--- src/rtl/memory_stage_if.sv ---
// Pipeline-side and data-memory-side signals of the memory stage.
// The slave modport is the stage itself; the master modport is the surrounding pipeline and memory.
interface memory_stage_if #(
  parameter int ADDR_W = 12
);
  logic [15:0]       result_in;
  logic [15:0]       read_data1;
  logic [15:0]       read_data2;
  logic [31:0]       pc_plus_one;
  logic [15:0]       ldm_value;
  logic [2:0]        flag_register;
  logic              mem_read;
  logic              mem_write;
  logic              mem_push;
  logic              mem_pop;
  logic [1:0]        memory_address_select;
  logic [1:0]        memory_write_src_select;
  logic              pc_choose_memory;
  logic              reg_write;
  logic              outport_enable;
  logic [1:0]        wb_sel;
  logic [2:0]        reg_write_address;

  logic [ADDR_W-1:0] dmem_addr;
  logic [15:0]       dmem_wdata;
  logic              dmem_we;
  logic [15:0]       dmem_rdata;

  logic              stall;
  logic [ADDR_W-1:0] sp_out;
  logic [15:0]       mem_data_out;
  logic [15:0]       result_out;
  logic [15:0]       ldm_value_out;
  logic [31:0]       new_pc_out;
  logic              pc_load_out;
  logic              reg_write_out;
  logic              outport_enable_out;
  logic [1:0]        wb_sel_out;
  logic [2:0]        reg_write_address_out;

  modport slave (
    input  result_in, read_data1, read_data2, pc_plus_one, ldm_value, flag_register,
           mem_read, mem_write, mem_push, mem_pop, memory_address_select,
           memory_write_src_select, pc_choose_memory, reg_write, outport_enable,
           wb_sel, reg_write_address, dmem_rdata,
    output dmem_addr, dmem_wdata, dmem_we, stall, sp_out, mem_data_out, result_out,
           ldm_value_out, new_pc_out, pc_load_out, reg_write_out, outport_enable_out,
           wb_sel_out, reg_write_address_out
  );

  modport master (
    output result_in, read_data1, read_data2, pc_plus_one, ldm_value, flag_register,
           mem_read, mem_write, mem_push, mem_pop, memory_address_select,
           memory_write_src_select, pc_choose_memory, reg_write, outport_enable,
           wb_sel, reg_write_address, dmem_rdata,
    input  dmem_addr, dmem_wdata, dmem_we, stall, sp_out, mem_data_out, result_out,
           ldm_value_out, new_pc_out, pc_load_out, reg_write_out, outport_enable_out,
           wb_sel_out, reg_write_address_out
  );
endinterface

--- src/rtl/memory_stage.sv ---
// MEM stage of the 16-bit pipeline: data-memory port, stack pointer, two-beat PC push/pop
// sequencing with upstream stall, and the MEM/WB buffer registers.
module memory_stage #(
  parameter int ADDR_W = 12
) (
  input  logic           clk,
  input  logic           reset,
  memory_stage_if.slave  bus
);
  typedef enum logic [1:0] {IDLE, PUSH_LO, POP_HI} state_t;

  state_t            state_q, state_d;
  logic [ADDR_W-1:0] sp_q, sp_d;
  logic [ADDR_W-1:0] sp_inc, sp_dec;
  logic [15:0]       lo_hold_q, lo_hold_d;

  logic [15:0]       mem_data_q, result_q, ldm_value_q;
  logic [31:0]       new_pc_q, new_pc_d;
  logic              pc_load_q, pc_load_d;
  logic              reg_write_q, outport_enable_q;
  logic [1:0]        wb_sel_q;
  logic [2:0]        reg_write_address_q;

  logic              push_only, pop_only, pc_push, pc_pop;
  logic [15:0]       src_word;
  logic [ADDR_W-1:0] addr;
  logic [15:0]       wdata;
  logic              we;
  logic              stall;

  assign sp_inc    = sp_q + 1'b1;
  assign sp_dec    = sp_q - 1'b1;
  assign push_only = bus.mem_push & ~bus.mem_pop;
  assign pop_only  = bus.mem_pop & ~bus.mem_push;
  assign pc_push   = push_only & (bus.memory_write_src_select == 2'b10);
  assign pc_pop    = pop_only & bus.pc_choose_memory;

  // A 32-bit source always starts with its high half; PUSH_LO supplies the low half.
  always_comb begin
    src_word = bus.read_data1;
    case (bus.memory_write_src_select)
      2'b00:   src_word = bus.read_data1;
      2'b01:   src_word = bus.read_data2;
      2'b10:   src_word = bus.pc_plus_one[31:16];
      default: src_word = {13'b0, bus.flag_register};
    endcase
  end

  always_comb begin
    state_d   = state_q;
    sp_d      = sp_q;
    lo_hold_d = lo_hold_q;
    new_pc_d  = new_pc_q;
    pc_load_d = 1'b0;
    addr      = bus.result_in[ADDR_W-1:0];
    wdata     = src_word;
    we        = 1'b0;
    stall     = 1'b0;

    case (state_q)
      IDLE: begin
        case (bus.memory_address_select)
          2'b00:   addr = bus.result_in[ADDR_W-1:0];
          2'b01:   addr = sp_q;
          2'b10:   addr = sp_inc;
          default: addr = '0;
        endcase
        if (push_only) begin
          addr = sp_q;
          we   = 1'b1;
          sp_d = sp_dec;
          if (pc_push) begin
            stall   = 1'b1;
            state_d = PUSH_LO;
          end
        end else if (pop_only) begin
          addr = sp_inc;
          sp_d = sp_inc;
          if (pc_pop) begin
            stall     = 1'b1;
            lo_hold_d = bus.dmem_rdata;
            state_d   = POP_HI;
          end
        end else if (!(bus.mem_push && bus.mem_pop)) begin
          we = bus.mem_write;
        end
      end
      PUSH_LO: begin
        addr    = sp_q;
        wdata   = bus.pc_plus_one[15:0];
        we      = 1'b1;
        sp_d    = sp_dec;
        state_d = IDLE;
      end
      POP_HI: begin
        addr      = sp_inc;
        sp_d      = sp_inc;
        new_pc_d  = {bus.dmem_rdata, lo_hold_q};
        pc_load_d = 1'b1;
        state_d   = IDLE;
      end
      default: state_d = IDLE;
    endcase
  end

  always_ff @(posedge clk or negedge reset) begin
    if (!reset) begin
      state_q   <= IDLE;
      sp_q      <= '1;
      lo_hold_q <= '0;
    end else begin
      state_q   <= state_d;
      sp_q      <= sp_d;
      lo_hold_q <= lo_hold_d;
    end
  end

  // The first beat of a two-cycle access registers a bubble into MEM/WB.
  always_ff @(posedge clk or negedge reset) begin
    if (!reset) begin
      mem_data_q          <= '0;
      result_q            <= '0;
      ldm_value_q         <= '0;
      new_pc_q            <= '0;
      pc_load_q           <= 1'b0;
      reg_write_q         <= 1'b0;
      outport_enable_q    <= 1'b0;
      wb_sel_q            <= '0;
      reg_write_address_q <= '0;
    end else begin
      mem_data_q          <= bus.dmem_rdata;
      result_q            <= bus.result_in;
      ldm_value_q         <= bus.ldm_value;
      new_pc_q            <= new_pc_d;
      pc_load_q           <= pc_load_d;
      reg_write_q         <= bus.reg_write & ~stall;
      outport_enable_q    <= bus.outport_enable & ~stall;
      wb_sel_q            <= bus.wb_sel;
      reg_write_address_q <= bus.reg_write_address;
    end
  end

  assign bus.dmem_addr             = addr;
  assign bus.dmem_wdata            = wdata;
  assign bus.dmem_we               = we;
  assign bus.stall                 = stall;
  assign bus.sp_out                = sp_q;
  assign bus.mem_data_out          = mem_data_q;
  assign bus.result_out            = result_q;
  assign bus.ldm_value_out         = ldm_value_q;
  assign bus.new_pc_out            = new_pc_q;
  assign bus.pc_load_out           = pc_load_q;
  assign bus.reg_write_out         = reg_write_q;
  assign bus.outport_enable_out    = outport_enable_q;
  assign bus.wb_sel_out            = wb_sel_q;
  assign bus.reg_write_address_out = reg_write_address_q;
endmodule

--- src/flat_wrapper.sv ---
// flat-port wrapper written by rule: the top's interface ports become plain ports
module memory_stage_flat 
#(
  parameter int ADDR_W = 12
)
  (clk, reset, bus_result_in, bus_read_data1, bus_read_data2, bus_pc_plus_one, bus_ldm_value, bus_flag_register, bus_mem_read, bus_mem_write, bus_mem_push, bus_mem_pop, bus_memory_address_select, bus_memory_write_src_select, bus_pc_choose_memory, bus_reg_write, bus_outport_enable, bus_wb_sel, bus_reg_write_address, bus_dmem_rdata, bus_dmem_addr, bus_dmem_wdata, bus_dmem_we, bus_stall, bus_sp_out, bus_mem_data_out, bus_result_out, bus_ldm_value_out, bus_new_pc_out, bus_pc_load_out, bus_reg_write_out, bus_outport_enable_out, bus_wb_sel_out, bus_reg_write_address_out);
  memory_stage_if #(.ADDR_W(ADDR_W)) bus_i ();
  input  logic clk;
  input  logic reset;
  input wire logic [$bits(bus_i.result_in)-1:0] bus_result_in;
  input wire logic [$bits(bus_i.read_data1)-1:0] bus_read_data1;
  input wire logic [$bits(bus_i.read_data2)-1:0] bus_read_data2;
  input wire logic [$bits(bus_i.pc_plus_one)-1:0] bus_pc_plus_one;
  input wire logic [$bits(bus_i.ldm_value)-1:0] bus_ldm_value;
  input wire logic [$bits(bus_i.flag_register)-1:0] bus_flag_register;
  input wire logic [$bits(bus_i.mem_read)-1:0] bus_mem_read;
  input wire logic [$bits(bus_i.mem_write)-1:0] bus_mem_write;
  input wire logic [$bits(bus_i.mem_push)-1:0] bus_mem_push;
  input wire logic [$bits(bus_i.mem_pop)-1:0] bus_mem_pop;
  input wire logic [$bits(bus_i.memory_address_select)-1:0] bus_memory_address_select;
  input wire logic [$bits(bus_i.memory_write_src_select)-1:0] bus_memory_write_src_select;
  input wire logic [$bits(bus_i.pc_choose_memory)-1:0] bus_pc_choose_memory;
  input wire logic [$bits(bus_i.reg_write)-1:0] bus_reg_write;
  input wire logic [$bits(bus_i.outport_enable)-1:0] bus_outport_enable;
  input wire logic [$bits(bus_i.wb_sel)-1:0] bus_wb_sel;
  input wire logic [$bits(bus_i.reg_write_address)-1:0] bus_reg_write_address;
  input wire logic [$bits(bus_i.dmem_rdata)-1:0] bus_dmem_rdata;
  output wire logic [$bits(bus_i.dmem_addr)-1:0] bus_dmem_addr;
  output wire logic [$bits(bus_i.dmem_wdata)-1:0] bus_dmem_wdata;
  output wire logic [$bits(bus_i.dmem_we)-1:0] bus_dmem_we;
  output wire logic [$bits(bus_i.stall)-1:0] bus_stall;
  output wire logic [$bits(bus_i.sp_out)-1:0] bus_sp_out;
  output wire logic [$bits(bus_i.mem_data_out)-1:0] bus_mem_data_out;
  output wire logic [$bits(bus_i.result_out)-1:0] bus_result_out;
  output wire logic [$bits(bus_i.ldm_value_out)-1:0] bus_ldm_value_out;
  output wire logic [$bits(bus_i.new_pc_out)-1:0] bus_new_pc_out;
  output wire logic [$bits(bus_i.pc_load_out)-1:0] bus_pc_load_out;
  output wire logic [$bits(bus_i.reg_write_out)-1:0] bus_reg_write_out;
  output wire logic [$bits(bus_i.outport_enable_out)-1:0] bus_outport_enable_out;
  output wire logic [$bits(bus_i.wb_sel_out)-1:0] bus_wb_sel_out;
  output wire logic [$bits(bus_i.reg_write_address_out)-1:0] bus_reg_write_address_out;
  assign bus_i.result_in = bus_result_in;
  assign bus_i.read_data1 = bus_read_data1;
  assign bus_i.read_data2 = bus_read_data2;
  assign bus_i.pc_plus_one = bus_pc_plus_one;
  assign bus_i.ldm_value = bus_ldm_value;
  assign bus_i.flag_register = bus_flag_register;
  assign bus_i.mem_read = bus_mem_read;
  assign bus_i.mem_write = bus_mem_write;
  assign bus_i.mem_push = bus_mem_push;
  assign bus_i.mem_pop = bus_mem_pop;
  assign bus_i.memory_address_select = bus_memory_address_select;
  assign bus_i.memory_write_src_select = bus_memory_write_src_select;
  assign bus_i.pc_choose_memory = bus_pc_choose_memory;
  assign bus_i.reg_write = bus_reg_write;
  assign bus_i.outport_enable = bus_outport_enable;
  assign bus_i.wb_sel = bus_wb_sel;
  assign bus_i.reg_write_address = bus_reg_write_address;
  assign bus_i.dmem_rdata = bus_dmem_rdata;
  assign bus_dmem_addr = bus_i.dmem_addr;
  assign bus_dmem_wdata = bus_i.dmem_wdata;
  assign bus_dmem_we = bus_i.dmem_we;
  assign bus_stall = bus_i.stall;
  assign bus_sp_out = bus_i.sp_out;
  assign bus_mem_data_out = bus_i.mem_data_out;
  assign bus_result_out = bus_i.result_out;
  assign bus_ldm_value_out = bus_i.ldm_value_out;
  assign bus_new_pc_out = bus_i.new_pc_out;
  assign bus_pc_load_out = bus_i.pc_load_out;
  assign bus_reg_write_out = bus_i.reg_write_out;
  assign bus_outport_enable_out = bus_i.outport_enable_out;
  assign bus_wb_sel_out = bus_i.wb_sel_out;
  assign bus_reg_write_address_out = bus_i.reg_write_address_out;
  memory_stage #(.ADDR_W(ADDR_W)) u_core (.clk(clk), .reset(reset), .bus(bus_i));
endmodule
--- config.mk ---
export PLATFORM = sky130hd
export DESIGN_NAME = memory_stage_flat
export DESIGN_NICKNAME = d
export VERILOG_FILES = /design/src/rtl/memory_stage_if.sv /design/src/rtl/memory_stage.sv /design/src/flat_wrapper.sv
export SDC_FILE = /design/constraint.sdc
export NUM_CORES = 1
export LEC_CHECK = 0
export CORE_AREA = 2 2 127 129
export DETAILED_ROUTE_END_ITERATION = 12
export DIE_AREA = 0 0 129 131
export PLACE_DENSITY = 0.75
export SLEW_MARGIN = 10
export SYNTH_ARGS = -nofsm -noshare
export SYNTH_HDL_FRONTEND = slang
export SYNTH_SLANG_ARGS = --single-unit
--- constraint.sdc ---
create_clock -name clk -period 2.2 [get_ports clk]
set_input_delay 0.22 -clock clk [delete_from_list [all_inputs] [get_ports clk]]
set_output_delay 0.22 -clock clk [all_outputs]
set_load 0.01 [all_outputs]
== After elaboration in Yosys (flattened, before gate mapping) ==
Cells that the tools add are included.
Word-level totals
  input bits: 133
  output and inout bits: 130
  word-level logic and storage cells: 65
  register bits: 118
Cells by class
  multiplexer cells: 24
  bitwise operators: 10
  add/subtract/negate cells: 2
  reduce and logical (&&, ||, !) cells: 8
  eq/ne operators: 9
Operators with widths (number)
  12-bit case mux with 3 select lines: 3
  12-bit two-way mux: 4
  16-bit case mux with 3 select lines: 1
  16-bit two-way mux: 1
  12-bit by 1-bit adder with 12-bit output, second input constant: 1
  12-bit by 1-bit subtractor with 12-bit output, second input constant: 1
  2-bit two-way mux: 5
  1-bit two-way mux: 9
  1-bit bitwise AND: 6
  2-bit by 1-bit == test with 1-bit output, second input constant: 3
  2-bit == test, second input constant: 3
  2-bit zero test: 3
  3-bit by 1-bit != test with 1-bit output, second input constant: 2
  1-bit inverter: 4
  4-bit AND reduction: 1
  3-bit != test, second input constant: 1
  3-bit AND reduction: 1
  3-bit nonzero test: 1
  1-bit case mux with 2 select lines: 1
  2-bit AND reduction: 1
  1-bit logical AND: 1

== Longest topological paths before layout ==
  word-level depth: 9
  gate-level depth with buffers: 8
  gate-level depth less buffers: 7

== Worst setup path before layout ==
Ideal clock, no wire load.
  path kind: register to register
  start point: register u_core.sp_q[0] (netlist: u_core.bus.sp_out[0])
  end point: register u_core.sp_q[10] (netlist: u_core.bus.sp_out[10])
  cell stages (with the launch flop): 9
  required time: 2.106 ns
  buffers on the path: 1
  arrival time: 2.163 ns
  setup slack: -0.057 ns
  clock period less this slack: 2.257 ns
  setup time: 0.094 ns
  cells stage by stage: dfstp_2 -> clkbuf_1 -> inv_1 -> ha_1 -> nor4b_2 -> nand2_1 -> a2bb2oi_1 -> mux2_1 -> a311oi_1
On the way
  cells in the longest elaborated chain, start to end: 4
  elaborated cells on any way between the ends: 5
  classes of those cells: add/sub: 2; mux: 3
RTL lines
  start, declared: line memory_stage.sv:13  | logic [ADDR_W-1:0] sp_q, sp_d;
  start signal, assigned: line memory_stage.sv:113  | sp_q <= sp_d;
  12-bit by 1-bit adder with 12-bit output: line memory_stage.sv:31  | assign sp_inc = sp_q + 1'b1;
  12-bit two-way mux: line memory_stage.sv:76  | end else if (pop_only) begin
  12-bit two-way mux: line memory_stage.sv:68  | if (push_only) begin
  12-bit case mux with 3 select lines (*): line memory_stage.sv:60  | case (state_q)
Mark *: on every way between the ends. The rest lies on a longest branch, timed or not. The select of a mux whose other input is x is not followed.
A chain may end at the register's enable or synchronous reset.

== Worst setup path after layout ==
  start point: register u_core.state_q[1]
  end point: output bus_dmem_addr[5]
On the way
  cells in the longest elaborated chain, start to end: 2
  elaborated cells on any way between the ends: 4
  classes of those cells: eq/ne: 2; mux: 1; reduce/logical: 1
RTL lines
  start, declared: line memory_stage.sv:12  | state_t state_q, state_d;
  start signal, assigned: line memory_stage.sv:112  | state_q <= state_d;
  2-bit == test (tied with other cells): line memory_stage.sv:60
  12-bit case mux with 3 select lines (*): line memory_stage.sv:60
  end, declared: line flat_wrapper.sv:28  | output wire logic [$bits(bus_i.dmem_addr)-1:0] bus_dmem_addr;
Mark *: on every way between the ends. The rest lies on a longest branch, timed or not.

==> qor.json <==
{
  "run_status": {"value": "finished with violations"},
  "failing_checks": {"value": "setup timing"},
  "post-synth-top-count-cell": {"value": "dfrtp_1"},
  "crit_path_max_fanout": {"value": 5},
  "detailedRoute.firstPassIterationCount": {"value": 5},
  "finish.net_count": {"value": 1052},
  "switchingPower": {"value": 4608, "unit": "uW"},
  "via_count_of_the_first_global_routing_pass": {"value": 6349},
  "areaGrowthSynthToFinish": {"value": 82.30, "unit": "%"},
  "cp_slowest_stage_delay": {"value": 400, "unit": "ps"},
  "routed_via_density": {"value": 5.195},
  "combinational_family_with_the_most_area_after_synthesis": {"value": "compound AO/OA/AOI/OAI gates"},
  "ys_warnings": {"value": 0},
  "drt_iter0_drc": {"value": 411},
  "share_of_yosys_cell_area_claimed_by_the_top_area_cell_type": {"value": 0.4555},
  "hold-path-cell-count": {"value": 1},
  "maxCapViolations": {"value": 0},
  "worst_pin_slew": {"value": 496.6, "unit": "ps"},
  "seq_power_share": {"value": 0.256},
  "synthArstFlopShare": {"value": 1.000},
  "report.final.slew_viol_count": {"value": 0},
  "synthSimpleGateAreaFrac": {"value": 0.1100},
  "synth-edff-count": {"value": 0},
  "h-tree-depth": {"value": 4},
  "cts.root.buffer_cell": {"value": "clkbuf_16"},
  "grt_overflow_total": {"value": 0},
  "die_h": {"value": 131, "unit": "microns"},
  "synth_mux_area_frac": {"value": 0.1459},
  "pin_count_of_the_biggest_net_entering_global_routing": {"value": 50},
  "post-place-ws": {"value": -518.6, "unit": "ps"},
  "crit_type": {"value": "flop to output port"},
  "final_hold_viols": {"value": 0},
  "leakage": {"value": 0.004547, "unit": "uW"},
  "filler_cell_count": {"value": 1124},
  "global_route.usage.total": {"value": 0.2561},
  "rsz0062_at_grt": {"value": "true"},
  "worstSetupStartpointType": {"value": "flop"},
  "reg2reg_to": {"value": "u_core.bus.sp_out[7]"},
  "reg2reg_depth": {"value": 9},
  "crit_arrival": {"value": 2200, "unit": "ps"},
  "worstHoldPathType": {"value": "input pin to flop"},
  "switching_share": {"value": 0.3608},
  "min_period_over_period": {"value": 1.099},
  "post-synth-top-area-cell": {"value": "dfrtp_1"},
  "max_freq": {"value": 413.8, "unit": "MHz"},
  "syn-instance-count": {"value": 543},
  "worst_r2r_startpoint": {"value": "u_core.bus.sp_out[1]"},
  "syn-cell-area": {"value": 0.005823, "unit": "sq mm"},
  "detailed_place.area": {"value": 0.009291, "unit": "sq mm"},
  "antenna_diode_instance_count": {"value": 0},
  "flop_to_flop_setup_slack": {"value": -20, "unit": "ps"},
  "starting_density_of_the_core": {"value": 0.3733},
  "timing.critical_path.cells": {"value": "inv_2, ha_4, buf_6, a21o_1, a311o_1, o32a_1, buf_2"},
  "fin_clk_skew": {"value": 5.796, "unit": "ps"},
  "yosys-top-cells-count": {"value": "dfrtp_1 (106), nand2_1 (40), mux2_2 (38), a21oi_1 (36), inv_1 (31)"},
  "fraction_of_layout_instances_using_a_drive_strength_above_1": {"value": 0.3283},
  "tritoncts.num_buffers": {"value": 17},
  "synth-compound-area-share": {"value": 0.1511},
  "tns": {"value": -1429, "unit": "ps"},
  "place.gp.congestion": {"value": 0.9390},
  "finalCriticalPeriod": {"value": 2417, "unit": "ps"},
  "drc_errors": {"value": 0},
  "intPower": {"value": 8165, "unit": "uW"},
  "slew-limit-headroom": {"value": 0.6689},
  "max-vdd-ir-drop": {"value": 811.4, "unit": "uV"},
  "clock_power_share": {"value": 0.208},
  "utilization": {"value": 0.6806},
  "synthTopCellsByArea": {"value": "dfrtp_1 (46%), mux2_2 (7.3%), dfstp_2 (5.4%)"},
  "synthFlopType": {"value": "dfrtp_1"},
  "vias": {"value": 5933},
  "critical_path_required": {"value": 1980, "unit": "ps"},
  "netlist-cell-type-count": {"value": 66},
  "postSynthAreaPerCell": {"value": 10.72, "unit": "sq um"},
  "cpMaxStageDelayCell": {"value": "dfrtp_1"},
  "avgRoutedWirePerCell": {"value": 19.31, "unit": "microns"},
  "floorplan.io_pins": {"value": 263},
  "worst_hold_path.endpoint": {"value": "u_core.bus.ldm_value_out[15]"},
  "port-buffer-count": {"value": 261},
  "core-area": {"value": 0.01560, "unit": "sq mm"},
  "grt_pass1_wl": {"value": 32.95, "unit": "mm"},
  "power_frac_comb": {"value": 0.536},
  "synth.yosys.seq_area_share": {"value": 0.5097},
  "cts_tree": {"value": "done"},
  "synthAdderAreaFrac": {"value": 0.01461},
  "setup_viol": {"value": 13},
  "placementRows": {"value": 46},
  "clkLatencyLatePin": {"value": 410, "unit": "ps"},
  "hpwlAfterDp": {"value": 15.90, "unit": "mm"},
  "xor_xnor_portion_of_the_synthesized_cell_area": {"value": 0.01654},
  "floorplan.die.width": {"value": 129, "unit": "microns"},
  "worst_hold_start": {"value": "bus_ldm_value[15]"},
  "cp-end-kind": {"value": "output port"},
  "final_design_area_no_fill": {"value": 0.01062, "unit": "sq mm"},
  "pwr_density_cell": {"value": 1203, "unit": "mW/mm^2"},
  "grt_antenna_before_repair": {"value": 0},
  "die-area": {"value": 0.01690, "unit": "sq mm"},
  "clkSlewWorstSetupHoldPaths": {"value": 60, "unit": "ps"},
  "clk_path_buf_depth": {"value": 2},
  "totalWireLength": {"value": 22.05, "unit": "mm"},
  "antenna_left": {"value": 0},
  "worst_slack": {"value": -216.8, "unit": "ps"},
  "clock-sinks": {"value": 118},
  "ys_seq_elements": {"value": 118},
  "syn_nets": {"value": 682}
}
logic make-up (layout without fill, tap and decap cells):
group           after synthesis  after routing
buf+inv                      75            458
mux                          75             75
flops                       118            118
simple gates                128            128
fa+ha+maj                     7              7
compound gates              129            129
xor+xnor                     11             11
worst max-delay path, delay by kind of cell, from the launching register on:
kind                     cells  cell delay, ps
AO/OA/AOI/OAI                3             800
adder cells (fa/ha/maj)      1             200
buffers and inverters        3             360
flip-flops                   1             400
final cells by class:
type	instances	area, sq um	share of cell area
clock inverter	8	100.1	0.009429
clock buffer	24	461.7	0.04349
multi-input combinational	350	3002	0.2828
tap	216	270.3	0.02546
inverter	33	131.4	0.01238
sequential	118	2968	0.2796
timing repair buffer	393	3682	0.3469
sequential cells by signal, indices dropped and copies added, names as in the netlist:
register,count
u_core.bus.ldm_value_out,16
u_core.bus.mem_data_out,16
u_core.bus.new_pc_out,32
u_core.bus.outport_enable_out,1
u_core.bus.pc_load_out,1
u_core.bus.reg_write_address_out,3
u_core.bus.reg_write_out,1
u_core.bus.result_out,16
u_core.bus.sp_out,12
u_core.bus.wb_sel_out,2
u_core.lo_hold_q,16
u_core.state_q,2
per-layer routing:
layer	track usage	vias up	routed length (microns)
met5	0	-	0
met4	0.09847	0	474
met3	0.06230	37	1778
met2	0.4821	317	11710
met1	0.2778	2878	8086
li1	-	2701	-
worst max path at each step:
stage                                     from                     to  slack (ps)
after floorplan           u_core.bus.sp_out[0]  u_core.bus.sp_out[10]          50
after global placement             bus_mem_pop      bus_dmem_addr[10]        -530
after detailed placement           bus_mem_pop      bus_dmem_addr[10]        -520
after CTS                    u_core.state_q[0]       bus_dmem_addr[5]        -190
after global routing         u_core.state_q[1]       bus_dmem_addr[5]        -240
final                        u_core.state_q[1]       bus_dmem_addr[5]        -220
timing repair:
item                       CTS  global route
setup buffers               25            10
hold endpoints to repair    34             0
resized for setup          127            72
hold buffers                 1             0
pin swaps                   19            18
setup endpoints to repair   31            21
cell usage in the layout (no fill, tap or decap), drive strengths merged, types with 5 or more instances in the layout:
master	n
clkdlybuf4s50	227
clkbuf	24
clkinv	7
a31oi	5
o22ai	5
nand4	7
mux2i	23
mux2	49
ha	6
dlygate4sd2	5
clkdlybuf4s15	13
nand3	13
o21ai	20
dfstp	12
inv	30
a221oi	5
xnor2	9
nor3	16
a211oi	17
nor2	28
dfrtp	106
a21oi	36
buf	144
nand2	40
per-stage QoR:
step / power (uW) / std cells / hold WS, ps
after floorplan: 6084 / 543 / -75.59
after global placement: 9085 / 1075 / 202.9
after detailed placement: 9246 / 1075 / 216.6
after CTS: 12320 / 1133 / 237.3
after global routing: 13400 / 1142 / 239.5
final: 12770 / 1142 / 247.2
power groups by stage:
stage          clock (uW)  combinational, uW  sequential (uW)
2_1_floorplan           0               2670             3410
3_3_place_gp            0               5860             3230
3_5_place_dp            0               5980             3270
4_1_cts              2680               6380             3250
5_1_grt              2790               7260             3350
6_report             2650               6850             3270
No activity file was read; power rests on OpenSTA's default activity.
